--- config.mk ---
export PLATFORM = sky130hd
export DESIGN_NAME = counter_seq_ctrl
export DESIGN_NICKNAME = d
export VERILOG_FILES = /design/src/rtl/counter_pkg.sv /design/src/rtl/rr_arbiter.sv /design/src/rtl/counter_seq_ctrl.sv
export SDC_FILE = /design/constraint.sdc
export NUM_CORES = 1
export LEC_CHECK = 0
export ABC_AREA = 1
export CORE_AREA = 2 2 57 59
export CTS_CLUSTER_DIAMETER = 80
export DETAILED_ROUTE_END_ITERATION = 10
export DIE_AREA = 0 0 59 61
export GPL_TIMING_DRIVEN = 0
export PLACE_DENSITY = 0.7
export SLEW_MARGIN = 20
export SYNTH_ARGS = -nofsm -noshare
export SYNTH_HDL_FRONTEND = slang
export SYNTH_SLANG_ARGS = --single-unit
--- constraint.sdc ---
create_clock -name clk -period 2.89 [get_ports clk]
set_clock_uncertainty 0.15 [all_clocks]
set_input_delay 0.578 -clock clk [delete_from_list [all_inputs] [get_ports clk]]
set_output_delay 0.578 -clock clk [all_outputs]
set_load 0.01 [all_outputs]
--- src/rtl/counter_pkg.sv ---
// Shared definitions for the counter sequencing controller: default operand
// width, FSM state encodings and an index-width helper.
package counter_pkg;

    // Default width of the controlled counter and of each operand.
    localparam int unsigned W_DEFAULT = 3;

    // Controller state encodings, kept as fixed constants so the encoding
    // stays identical to the legacy implementation.
    localparam logic [1:0] S_IDLE = 2'd0;
    localparam logic [1:0] S_LOAD = 2'd1;
    localparam logic [1:0] S_STEP = 2'd2;
    localparam logic [1:0] S_DONE = 2'd3;

    // Width of an index into n requesters; never narrower than one bit.
    function automatic int unsigned idx_width(input int unsigned n);
        return (n > 1) ? $clog2(n) : 1;
    endfunction

endpackage

--- src/rtl/rr_arbiter.sv ---
// Round-robin arbiter: picks the first active request starting at the
// priority pointer, and moves the pointer past the winner on advance.
module rr_arbiter
    import counter_pkg::*;
#(
    parameter int unsigned NREQ = 2
) (
    input  logic                           clk,
    input  logic                           rst,
    input  logic [NREQ-1:0]                req,
    input  logic                           advance,
    output logic [NREQ-1:0]                grant,
    output logic [idx_width(NREQ)-1:0]     grant_idx
);

    localparam int unsigned IW = idx_width(NREQ);

    logic [IW-1:0] ptr;
    logic          found;
    int unsigned   pos;

    // Scan requesters in rotating order starting at the pointer.
    always_comb begin
        grant     = '0;
        grant_idx = '0;
        found     = 1'b0;
        pos       = 0;
        for (int unsigned i = 0; i < NREQ; i++) begin
            pos = 32'(ptr) + i;
            if (pos >= NREQ) begin
                pos = pos - NREQ;
            end
            if (!found && req[pos]) begin
                found       = 1'b1;
                grant[pos]  = 1'b1;
                grant_idx   = IW'(pos);
            end
        end
    end

    // Priority pointer: requester 0 first after reset, then the one after the last winner.
    always_ff @(posedge clk or negedge rst) begin
        if (!rst) begin
            ptr <= '0;
        end else if (advance && found) begin
            if (32'(grant_idx) == NREQ - 1) begin
                ptr <= '0;
            end else begin
                ptr <= grant_idx + 1'b1;
            end
        end
    end

endmodule

--- src/rtl/counter_seq_ctrl.sv ---
// Sequencing controller for an external counter: arbitrates requesters,
// performs a load or an N-step increment, then verifies the counter result.
module counter_seq_ctrl
    import counter_pkg::*;
#(
    parameter int unsigned W    = W_DEFAULT,
    parameter int unsigned NREQ = 2
) (
    input  logic                clk,
    input  logic                rst,
    input  logic [NREQ-1:0]     req,
    input  logic [NREQ-1:0]     req_load,
    input  logic [NREQ*W-1:0]   req_val,
    output logic [NREQ-1:0]     gnt,
    output logic [NREQ-1:0]     done,
    output logic                err,
    output logic                busy,
    output logic                ctr_ld,
    output logic                ctr_inc,
    output logic [W-1:0]        ctr_data_in,
    input  logic [W-1:0]        ctr_data_out
);

    localparam int unsigned IW = idx_width(NREQ);

    logic [1:0]      state;
    logic [1:0]      state_nxt;

    logic            op_load;
    logic [W-1:0]    op_val;
    logic [W-1:0]    start_val;
    logic [W-1:0]    step_cnt;
    logic [IW-1:0]   op_idx;
    logic [W-1:0]    expected;
    logic [NREQ-1:0] op_onehot;

    logic            accept;
    logic [NREQ-1:0] arb_grant;
    logic [IW-1:0]   arb_idx;
    logic            sel_load;
    logic [W-1:0]    sel_val;

    assign accept = (state == S_IDLE) && (|req);

    rr_arbiter #(
        .NREQ (NREQ)
    ) u_arb (
        .clk       (clk),
        .rst       (rst),
        .req       (req),
        .advance   (accept),
        .grant     (arb_grant),
        .grant_idx (arb_idx)
    );

    // One-hot grant selects the winner's op and operand.
    always_comb begin
        sel_load = 1'b0;
        sel_val  = '0;
        for (int unsigned i = 0; i < NREQ; i++) begin
            if (arb_grant[i]) begin
                sel_load = req_load[i];
                sel_val  = req_val[i*W +: W];
            end
        end
    end

    // Next-state logic; a zero step count skips straight to DONE.
    always_comb begin
        state_nxt = state;
        case (state)
            S_IDLE: begin
                if (accept) begin
                    if (sel_load) begin
                        state_nxt = S_LOAD;
                    end else if (sel_val == '0) begin
                        state_nxt = S_DONE;
                    end else begin
                        state_nxt = S_STEP;
                    end
                end
            end
            S_LOAD:  state_nxt = S_DONE;
            S_STEP: begin
                if (step_cnt == W'(1)) begin
                    state_nxt = S_DONE;
                end
            end
            S_DONE:  state_nxt = S_IDLE;
            default: state_nxt = S_IDLE;
        endcase
    end

    // State and operation registers; reset aborts any operation in flight.
    always_ff @(posedge clk or negedge rst) begin
        if (!rst) begin
            state     <= S_IDLE;
            op_load   <= 1'b0;
            op_val    <= '0;
            start_val <= '0;
            step_cnt  <= '0;
            op_idx    <= '0;
        end else begin
            state <= state_nxt;
            if (accept) begin
                op_load   <= sel_load;
                op_val    <= sel_val;
                start_val <= ctr_data_out;
                step_cnt  <= sel_val;
                op_idx    <= arb_idx;
            end else if (state == S_STEP) begin
                step_cnt <= step_cnt - 1'b1;
            end
        end
    end

    // Result the counter must hold in DONE; step results wrap modulo 2^W.
    always_comb begin
        expected = op_load ? op_val : (start_val + op_val);
    end

    // Decode the latched requester index.
    always_comb begin
        op_onehot = '0;
        for (int unsigned i = 0; i < NREQ; i++) begin
            op_onehot[i] = (op_idx == IW'(i));
        end
    end

    // Outputs decode from registered state only, so reset clears them at once.
    always_comb begin
        busy        = (state != S_IDLE);
        ctr_ld      = (state == S_LOAD);
        ctr_inc     = (state == S_STEP);
        ctr_data_in = (state == S_LOAD) ? op_val : '0;
        gnt         = busy ? op_onehot : '0;
        done        = (state == S_DONE) ? op_onehot : '0;
        err         = (state == S_DONE) && (ctr_data_out != expected);
    end

endmodule

After elaboration in Yosys (flattened, before gate mapping)
Cells that the tools add are included.
{ "classes": {"add_sub_neg": 6, "magnitude_cmp": 6, "eq_ne": 7, "mux": 32, "bitwise": 2, "reduce_logical": 13} }
{ "ops": {"columns": ["operator", "n"], "rows": [
  ["$ge A32 B1 Y1 const B", 2],
  ["$lt A32 B2 Y1 const B", 2],
  ["$mux W32", 2],
  ["$ge A32 B2 Y1 const B", 1],
  ["$sub A32 B2 Y32 const B", 1],
  ["$mux W3", 6],
  ["$mux W1", 14],
  ["$mux W2", 7],
  ["$pmux W2 S4", 1],
  ["$logic_and A1 B1 Y1", 6],
  ["$eq A2 B2 Y1 const B", 2],
  ["$ne A2 B1 Y1 const B", 2],
  ["$reduce_bool A2 Y1", 2],
  ["$add A3 B3 Y3", 1],
  ["$eq A3 B1 Y1 const B", 1],
  ["$logic_not A3 Y1", 1],
  ["$ne A3 B3 Y1", 1],
  ["$sub A1 B2 Y3 const B", 1],
  ["$sub A3 B1 Y3 const B", 1],
  ["$add A1 B1 Y2 const B", 1],
  ["$demux W1 S1", 2],
  ["$eq A2 B1 Y1 const B", 1],
  ["$ge A1 B2 Y1 const B", 1],
  ["$logic_not A2 Y1", 1],
  ["other kinds (6)", 6]
]} }
{ "word_totals": {"register_bits": 14, "in_bits": 15, "output_inout_bits": 11, "wordCells": 73} }

Depth between registers and ports, before layout
Gate-level depths: netlist of the first run.
{ "depth": {"depth_word": 16, "depth_mapped": 10, "depth_no_buf": 10} }

By module
From an unflattened synthesis of the first run, not the netlist that was laid out.
{ "hier_totals": {"hier_cells": 157, "area_unflattened_um2": 1059.8} }
{ "by_module_without_submodules": {"columns": ["module", "instances", "cells_per_inst", "area_each_um2", "seq_area_each_um2"], "rows": [
  ["counter_seq_ctrl", 1, 148, 992.2, 325.3],
  ["rr_arbiter", 1, 9, 67.6, 25.0]
]} }

Worst setup path after synthesis of the first run
Ideal clock, no wire load.
{ "synth_timing": {"path_type": "register -> output", "startpoint": "reg op_val[0]", "endpoint": "out err", "t_arrival_ps": 1568, "required_time_ps": 2162, "path_slack_ps": 594, "path_stages_with_launch": 11, "n_path_buf": 0, "path_cell_list": "dfrtp_1 ha_1 inv_1 fa_1 o21ai_0 nand2_1 nand2_1 inv_1 nand2_1 nor2_1 nor2_1"} }
{ "synth_between": {"elab_chain_len": 4} }
{ "synth_lines": {"columns": ["element", "line", "rtl"], "rows": [
  ["from (decl)", "counter_seq_ctrl.sv:30", "logic [W-1:0] op_val;"],
  ["from (signal assigned)", "counter_seq_ctrl.sv:107", "op_val <= sel_val;"],
  ["$add A3 B3 Y3", "counter_seq_ctrl.sv:119", "expected = op_load ? op_val : (start_val + op_val);"],
  ["$mux W3 *", "counter_seq_ctrl.sv:119", null],
  ["$ne A3 B3 Y1 *", "counter_seq_ctrl.sv:138", "err = (state == S_DONE) && (ctr_data_out != expected);"],
  ["$logic_and A1 B1 Y1 *", "counter_seq_ctrl.sv:138", null],
  ["to (decl)", "counter_seq_ctrl.sv:16", "output logic err,"]
]} }
Mark *: on every way between the ends. The rest lies on a longest branch, timed or not.

Final worst setup path of the first run
{ "layout_timing": {"startpoint": "reg start_val[0]", "endpoint": "out err"} }
{ "layout_between": {"elab_chain_len": 4} }
{ "layout_lines": {"columns": ["element", "line", "rtl"], "rows": [
  ["from (decl)", "counter_seq_ctrl.sv:31", "logic [W-1:0] start_val;"],
  ["from (signal assigned)", "counter_seq_ctrl.sv:108", "start_val <= ctr_data_out;"],
  ["$add A3 B3 Y3", "counter_seq_ctrl.sv:119", null],
  ["$mux W3", "counter_seq_ctrl.sv:119", null],
  ["$ne A3 B3 Y1", "counter_seq_ctrl.sv:138", null],
  ["$logic_and A1 B1 Y1", "counter_seq_ctrl.sv:138", null]
]} }
Every way passes these cells.

==> reports/results.ini, run 1 <==
[finish]
final_nets=186
fin_area_sq_mm=0.00136
utilization=0.460
fill_cells=285
drive_gt1_frac=0.179
most-common-layout-cells=nand2_1 (35), clkdlybuf4s50_1 (24), inv_1 (20)
n_antenna_cell=0
final_common_cell=nand2_1
area_growth_pct=33.9

[clock_tree]
clock_latency_ns=0.29
tritoncts=built
cts-root-buf=clkbuf_4
htreeDepth=1
cts_buffers=3
cts.sinks=14
cts.reportedPaths.clkPinSlew_ns=0.10
cts.path.max_buffers=2

[drt]
drc_errors=0
wl_per_cell_microns=11.7
vias_per_cell=4.68
firstDrtPassIters=4
wirelength_microns=2290
first_iter_violations=38
vias=913
antenna_left=0

[power]
comb_power_share=0.628
ir_worst_vdd_mv=0.567
power.share.clock=0.106
power-per-cell-area_mw_per_mm2=1030
leakagePower_nw=0.694
seqPwrFrac=0.266
intPower_mw=0.783
switching_share=0.442
p_switching_mw=0.620

[synth]
netlist_area_sq_mm=0.00101
synth_fp_nets=154
synth_cells=131
synth.distinct_cells=23
yosysWarningCount=0
synth_seq_cells=14
yosysSeqAreaShare=0.345
synth_area_per_cell_sq_um=7.75

[timing]
fmax_ghz=0.366
finalCritPeriodShare=0.946
period_needed_ns=2.73
tns_ns=0
grt_setup_unrepaired=true
slew_headroom=0.548
final_hold_viol_count=0
worst_pin_slew_ns=0.676
slew_viol_final=0
finalSetupViolCount=0

[global_route]
grt_max_degree=15
grt_pass1_wl_microns=3970
antenna_found_initial=0
grt_overflow=0
grt_pass1_vias=945
grtUsageTotal=0.146

[die]
fp.dieH_microns=61
num_io_pins=26
start_util=0.344
coreArea_sq_mm=0.00295
die_w_microns=59
rows=20
fp.dieArea_sq_mm=0.00360

[setup_path]
r2r_slack_ns=1.23
worstReg2RegEnd=state[1]
reg2reg_from=state[1]
required_ns=2.16
worstSetupEndpointType=primary output
cp.arrival_ns=2.01
crit_fanout=3
start_kind=flop
crit_path_end=err
crit_path_start=start_val[0]
r2r_cells=7
path_class=flop to primary output

[place]
post_dp_cell_area_sq_mm=0.00131
numPortBuffers=25
gp_congestion=0.815
post-dp-hpwl_microns=1820

[worst_hold_path]
min_path_type=flop to flop
holdPathStages=2

[job]
cap_violations=0

[outcome]
status=finished, final reports clean

==> Yosys cell counts (all sizes together) <==
| library cell | n | share of area |
|---|---|---|
| nand3 | 7 | 0.035 |
| or2 | 1 | 0.0086 |
| nand2 | 39 | 0.17 |
| a21oi | 2 | 0.0099 |
| fa | 1 | 0.020 |
| ha | 7 | 0.086 |
| o211ai | 2 | 0.015 |
| buf | 1 | 0.020 |
| xor2 | 2 | 0.017 |
| xnor2 | 2 | 0.017 |
| o21bai | 1 | 0.011 |
| o21ai | 14 | 0.091 |
| inv | 26 | 0.099 |
| a31oi | 1 | 0.012 |
| nor2 | 11 | 0.041 |
| dfrtp | 14 | 0.35 |
==> per-stage QoR <==
stage / std cells / setup slack [ns] / hold WS [ns] / power, mW
after floorplan: 131 / 0.594 / 0.132 / 0.958
after global placement: 189 / 0.0732 / 0.328 / 1.20
after detailed placement: 189 / 0.0193 / 0.343 / 1.24
after CTS: 194 / 0.0120 / 0.367 / 1.39
after global routing: 195 / -0.000453 / 0.421 / 1.56
final: 195 / 0.156 / 0.371 / 1.40
==> worst min path at each step <==
stage | from | to | slack [ns]
after floorplan | rst | op_idx | 0.13
after global placement | start_val[1] | start_val[1] | 0.33
after detailed placement | start_val[0] | start_val[0] | 0.34
after CTS | start_val[0] | start_val[0] | 0.37
after global routing | start_val[1] | start_val[1] | 0.42
final | start_val[1] | start_val[1] | 0.37
==> metal layers <==
| layer | vias to the layer above | GRT usage | wire (microns) |
|---|---|---|---|
| met2 | 23 | 0.286 | 1190 |
| met4 | 0 | 0.0195 | 13 |
| met5 | - | 0 | 0 |
| li1 | 464 | - | - |
| met1 | 424 | 0.162 | 981 |
| met3 | 2 | 0.0384 | 100 |
==> what timing repair did <==
item | in CTS | in global routing
pin swaps | 0 | 4
buffers inserted | 1 | 1
hold buffers | 0 | 0
resized for setup | 1 | 7
endpoints found under the setup margin | 1 | 1
==> power by group through the flow <==
stage | combinational [mW] | sequential [mW] | clock [mW]
floorplan | 0.603 | 0.355 | 0
global placement | 0.832 | 0.372 | 0
detailed placement | 0.865 | 0.377 | 0
CTS | 0.873 | 0.371 | 0.150
global route | 1.01 | 0.387 | 0.158
finish | 0.881 | 0.373 | 0.149
==> registers in the layout, summed over array words and instances (netlist names) <==
register and flops:
op_val 3, start_val 3, step_cnt 3, state 2
op_idx 1, op_load 1, u_arb.ptr 1
==> logic make-up (layout without fill, tap and decap cells) <==
family / count (synthesis) / after routing / share of synthesized area
xor gates and xnor gates: 4 / 4 / 0.0345
DFF: 14 / 14 / 0.345
buffers and inverters: 27 / 58 / 0.118
adders and majority gates: 8 / 8 / 0.106
and+or+nand+nor: 58 / 58 / 0.256
AOI/OAI and AO/OA: 20 / 20 / 0.139
==> worst max-delay path, stage by stage (launching register included) <==
cell     delay (ns)
dfrtp_1        0.38
ha_2           0.18
inv_2          0.04
fa_1           0.45
a21oi_2        0.18
o21ai_0        0.10
nand2_1        0.06
nand2_1        0.05
nor2_1         0.11
nor2_1         0.04
buf_2          0.13
==> area by class of cell <==
cell class | count | area, sq um | area share
Inverter | 26 | 100 | 0.0737
Sequential cell | 14 | 350 | 0.258
Timing Repair Buffer | 27 | 260 | 0.192
Buffer | 1 | 20.0 | 0.0147
Clock buffer | 4 | 36.3 | 0.0267
Tap cell | 33 | 41.3 | 0.0304
Multi-Input combinational cell | 90 | 551 | 0.405
No activity file was read; power rests on OpenSTA's default activity.
==> inputs of run 2 (changes only) <==
Settings changed: ABC_AREA 1 to default, CORE_AREA 2 2 57 59 to 2 2 55 57, DIE_AREA 0 0 59 61 to 0 0 57 59, PLACE_DENSITY 0.7 to 0.71, RECOVER_POWER from default to 50.
==> run 2 against run 1 <==
Largest power group unchanged. Synthesized cell count fell by 24%. Fmax fell by 1.1%. Cell area fell by 9.3%. Combinational power fell by 7.7%. Power fell by 7.5%. Largest cell class unchanged. Hold slack got worse by 0.024 ns.
==> reports/results.ini, run 2 <==
[setup_path]
path_depth=7  ; was 10
crit_path_start=op_val[0]  ; was start_val[0]
reg2reg_from=state[0]  ; was state[1]
crit_fanout=3  ; unchanged
start_kind=flop  ; unchanged
crit_path_cell_trace=ha_1, inv_1, fa_1, mux2i_1, xnor2_1, a31oi_1, dlygate4sd2_1  ; was ha_2, inv_2, fa_1, a21oi_2, o21ai_0, nand2_1, nand2_1, nor2_1, nor2_1, buf_2
path_class=flop to primary output  ; unchanged
crit_path_max_incr_delay_ns=0.41  ; was 0.45 ns
cp.arrival_ns=2.04  ; was 2.01 ns
worst-path-buf-inv=2  ; unchanged
crit_path_end=err  ; unchanged
r2r_slack_ns=1.00  ; was 1.23 ns
required_ns=2.16  ; about the same
r2r_cells=6  ; was 7
slowest_stage=dfrtp_1  ; was fa_1
worstSetupEndpointType=primary output  ; unchanged
cp_top_family=adder cells  ; unchanged
worstReg2RegEnd=step_cnt[0]  ; was state[1]

[drt]
vias=790  ; was 913
vias_per_cell=4.97  ; was 4.68
drc_errors=0  ; unchanged
first_iter_violations=16  ; was 38
wl_per_cell_microns=12.9  ; was 11.7 microns
antenna_left=0  ; unchanged
firstDrtPassIters=4  ; unchanged
wirelength_microns=2060  ; was 2290 microns

[synth]
synthTopCellsByArea=dfrtp_1 (38%), ha_1 (9.4%), nand2_1 (5.2%)  ; was dfrtp_1 (35%), nand2_1 (13%), ha_1 (8.6%)
synth_fp_nets=123  ; was 154
synth.distinct_cells=31  ; was 23
synth_top_family_by_area=compound AO/OA/AOI/OAI gates  ; was simple AND/OR/NAND/NOR gates
synth_top_area_cell=dfrtp_1  ; unchanged
synth_adder_area_share=0.116  ; was 0.106
yosysWarningCount=0  ; unchanged
synth_seq_cells=14  ; unchanged
synth_commonest_cells=dfrtp_1 (14), nand2_1 (13), inv_1 (10), ha_1 (7), nor2_1 (7)  ; was nand2_1 (35), inv_1 (21), dfrtp_1 (14), nor2_1 (11)
netlist_area_sq_um=931  ; was 0.00101 sq mm
synthXorXnorAreaFrac=0.0659  ; was 0.0345
synthMuxAreaShare=0.0376  ; was 0
synthSimpleGateAreaFrac=0.155  ; was 0.256
yosysMostFrequentCell=dfrtp_1  ; was nand2_1
synth-async-reset-ratio=1.00  ; unchanged
synth_area_per_cell_sq_um=9.31  ; was 7.75 sq um
yosysSeqAreaShare=0.376  ; was 0.345
synth_compound_area_frac=0.194  ; was 0.139
synth_edf_count=0  ; unchanged
synth_cells=100  ; was 131
synth_ff_type=dfrtp_1  ; unchanged
synth.top_cell.area_share=0.376  ; was 0.345

[global_route]
antenna_found_initial=0  ; unchanged
grt_overflow=0  ; unchanged
grt_pass1_vias=796  ; was 945
grtUsageTotal=0.132  ; was 0.146
grt_pass1_wl_microns=3520  ; was 3970 microns
grt_max_degree=15  ; unchanged

[place]
numPortBuffers=24  ; was 25
gp_congestion=0.762  ; was 0.815
dp.cells=155  ; was 189
place_ws_ns=0.0963  ; was 0.0193 ns
post-dp-hpwl_microns=1670  ; was 1820 microns

[timing]
final_hold_viol_count=0  ; unchanged
slew_headroom=0.399  ; was 0.548
finalSetupViolCount=0  ; unchanged
fmax_ghz=0.362  ; was 0.366 GHz
grt_setup_unrepaired=false  ; was true
whs_ns=0.347  ; was 0.371 ns
worst_pin_slew_ns=0.891  ; was 0.676 ns
period_needed_ns=2.76  ; was 2.73 ns
fin_ws_ns=0.127  ; was 0.156 ns
tns_ns=0  ; unchanged
finalCritPeriodShare=0.956  ; was 0.946
slew_viol_final=0  ; unchanged

[power]
seqPwrFrac=0.292  ; was 0.266
leakagePower_nw=0.545  ; was 0.694 nW
ir_worst_vdd_mv=0.718  ; was 0.567 mV
comb_power_share=0.626  ; was 0.628
switching_share=0.410  ; was 0.442
power-per-cell-area_mw_per_mm2=1050  ; was 1030 mW/mm^2
p_switching_mw=0.532  ; was 0.620 mW
intPower_mw=0.766  ; was 0.783 mW
power.share.clock=0.081  ; was 0.106

[worst_hold_path]
min_path_type=flop to flop  ; unchanged
hp-start=start_val[0]  ; was start_val[1]

[clock_tree]
cts.path.max_buffers=2  ; unchanged
cts-root-buf=clkbuf_4  ; unchanged
cts.reportedPaths.clkPinSlew_ns=0.08  ; was 0.10 ns
cts.sinks=14  ; unchanged
clock_latency_ns=0.27  ; was 0.29 ns
tritoncts=built  ; unchanged
holdBufCountCts=0  ; unchanged
htreeDepth=1  ; unchanged
cts_buffers=3  ; unchanged

[die]
start_util=0.343  ; was 0.344
fp.dieH_microns=59  ; was 61 microns
num_io_pins=26  ; unchanged
fp.dieArea_sq_mm=0.00336  ; was 0.00360 sq mm
die_w_microns=57  ; was 59 microns
coreArea_sq_mm=0.00271  ; was 0.00295 sq mm
rows=19  ; was 20

[outcome]
status=finished, final reports clean  ; unchanged

[finish]
area_growth_pct=32.4  ; was 33.9%
fill_cells=279  ; was 285
reg.largest.list=op_val: 3 flops, start_val: 3 flops, step_cnt: 3 flops  ; unchanged
final_common_cell=clkdlybuf4s50_1  ; was nand2_1
fin_cells=159  ; was 195
most-common-layout-cells=clkdlybuf4s50_1 (21), dfrtp_1 (14), nand2_1 (13)  ; was nand2_1 (35), clkdlybuf4s50_1 (24), inv_1 (20)
n_antenna_cell=0  ; unchanged
drive_gt1_frac=0.0781  ; was 0.179
final_nets=153  ; was 186

[job]
cap_violations=0  ; unchanged

==> run 2: cell type report <==
cell class	count	area [sq um]	area share
multi-input combinational	74	520	0.422
inverter	10	37.5	0.0305
tap	31	38.8	0.0315
timing repair buffer	25	246	0.200
buffer	2	16.3	0.0132
clock buffer	3	22.5	0.0183
sequential	14	350	0.284
==> run 2: stage by stage <==
stage               cell area (sq um)  utilization  power (mW)
global placement                 1210        0.446        1.17
floorplan                         931            -       0.903
global route                     1230        0.455        1.42
CTS                              1230        0.454        1.30
detailed placement               1210        0.446        1.20
finish                           1230        0.455        1.30
==> run 2: power by group through the flow <==
stage          combinational [mW]  sequential [mW]  clock [mW]
2_1_floorplan               0.541            0.362           0
3_3_place_gp                0.791            0.378           0
3_5_place_dp                0.819            0.385           0
4_1_cts                     0.816            0.381       0.108
5_1_grt                     0.905            0.396       0.116
6_report                    0.813            0.379       0.106
==> run 2: logic make-up after synthesis <==
group | Yosys count
AO/OA/AOI/OAI | 26
adder cells (fa/ha/maj) | 8
AND/OR/NAND/NOR | 30
multiplexers | 3
buffers and inverters | 12
XOR/XNOR | 7
flip-flops | 14
==> run 2: repair_timing <==
| item | in CTS | in global routing |
|---|---|---|
| setup endpoints to repair | 1 | 2 |
| gates resized for setup | 1 | 2 |
| buffers inserted | 0 | 1 |
==> run 2: per-layer routing <==
layer  up-vias  share of wire  global-route usage
li1        397              -                   -
met1       356           0.46               0.185
met2        37           0.47               0.218
met3         0          0.073              0.0240
met4         0              0              0.0199
met5         -              0                   0
==> run 2: worst min path at each step <==
stage | end | slack (ns) | depth (start not counted)
after floorplan | op_idx | 0.13 | 0
after global placement | start_val[0] | 0.32 | 2
after detailed placement | start_val[0] | 0.33 | 2
after CTS | start_val[0] | 0.35 | 2
after global routing | u_arb.ptr | 0.39 | 2
final | start_val[0] | 0.35 | 2
==> run 2: worst register-to-register path, cell delays in order (launching register included) <==
cell and delay, ns:
dfrtp_1 0.40, inv_1 0.12, ha_1 0.30, inv_1 0.11
nor2_1 0.38, nand2_1 0.13, a21boi_0 0.14
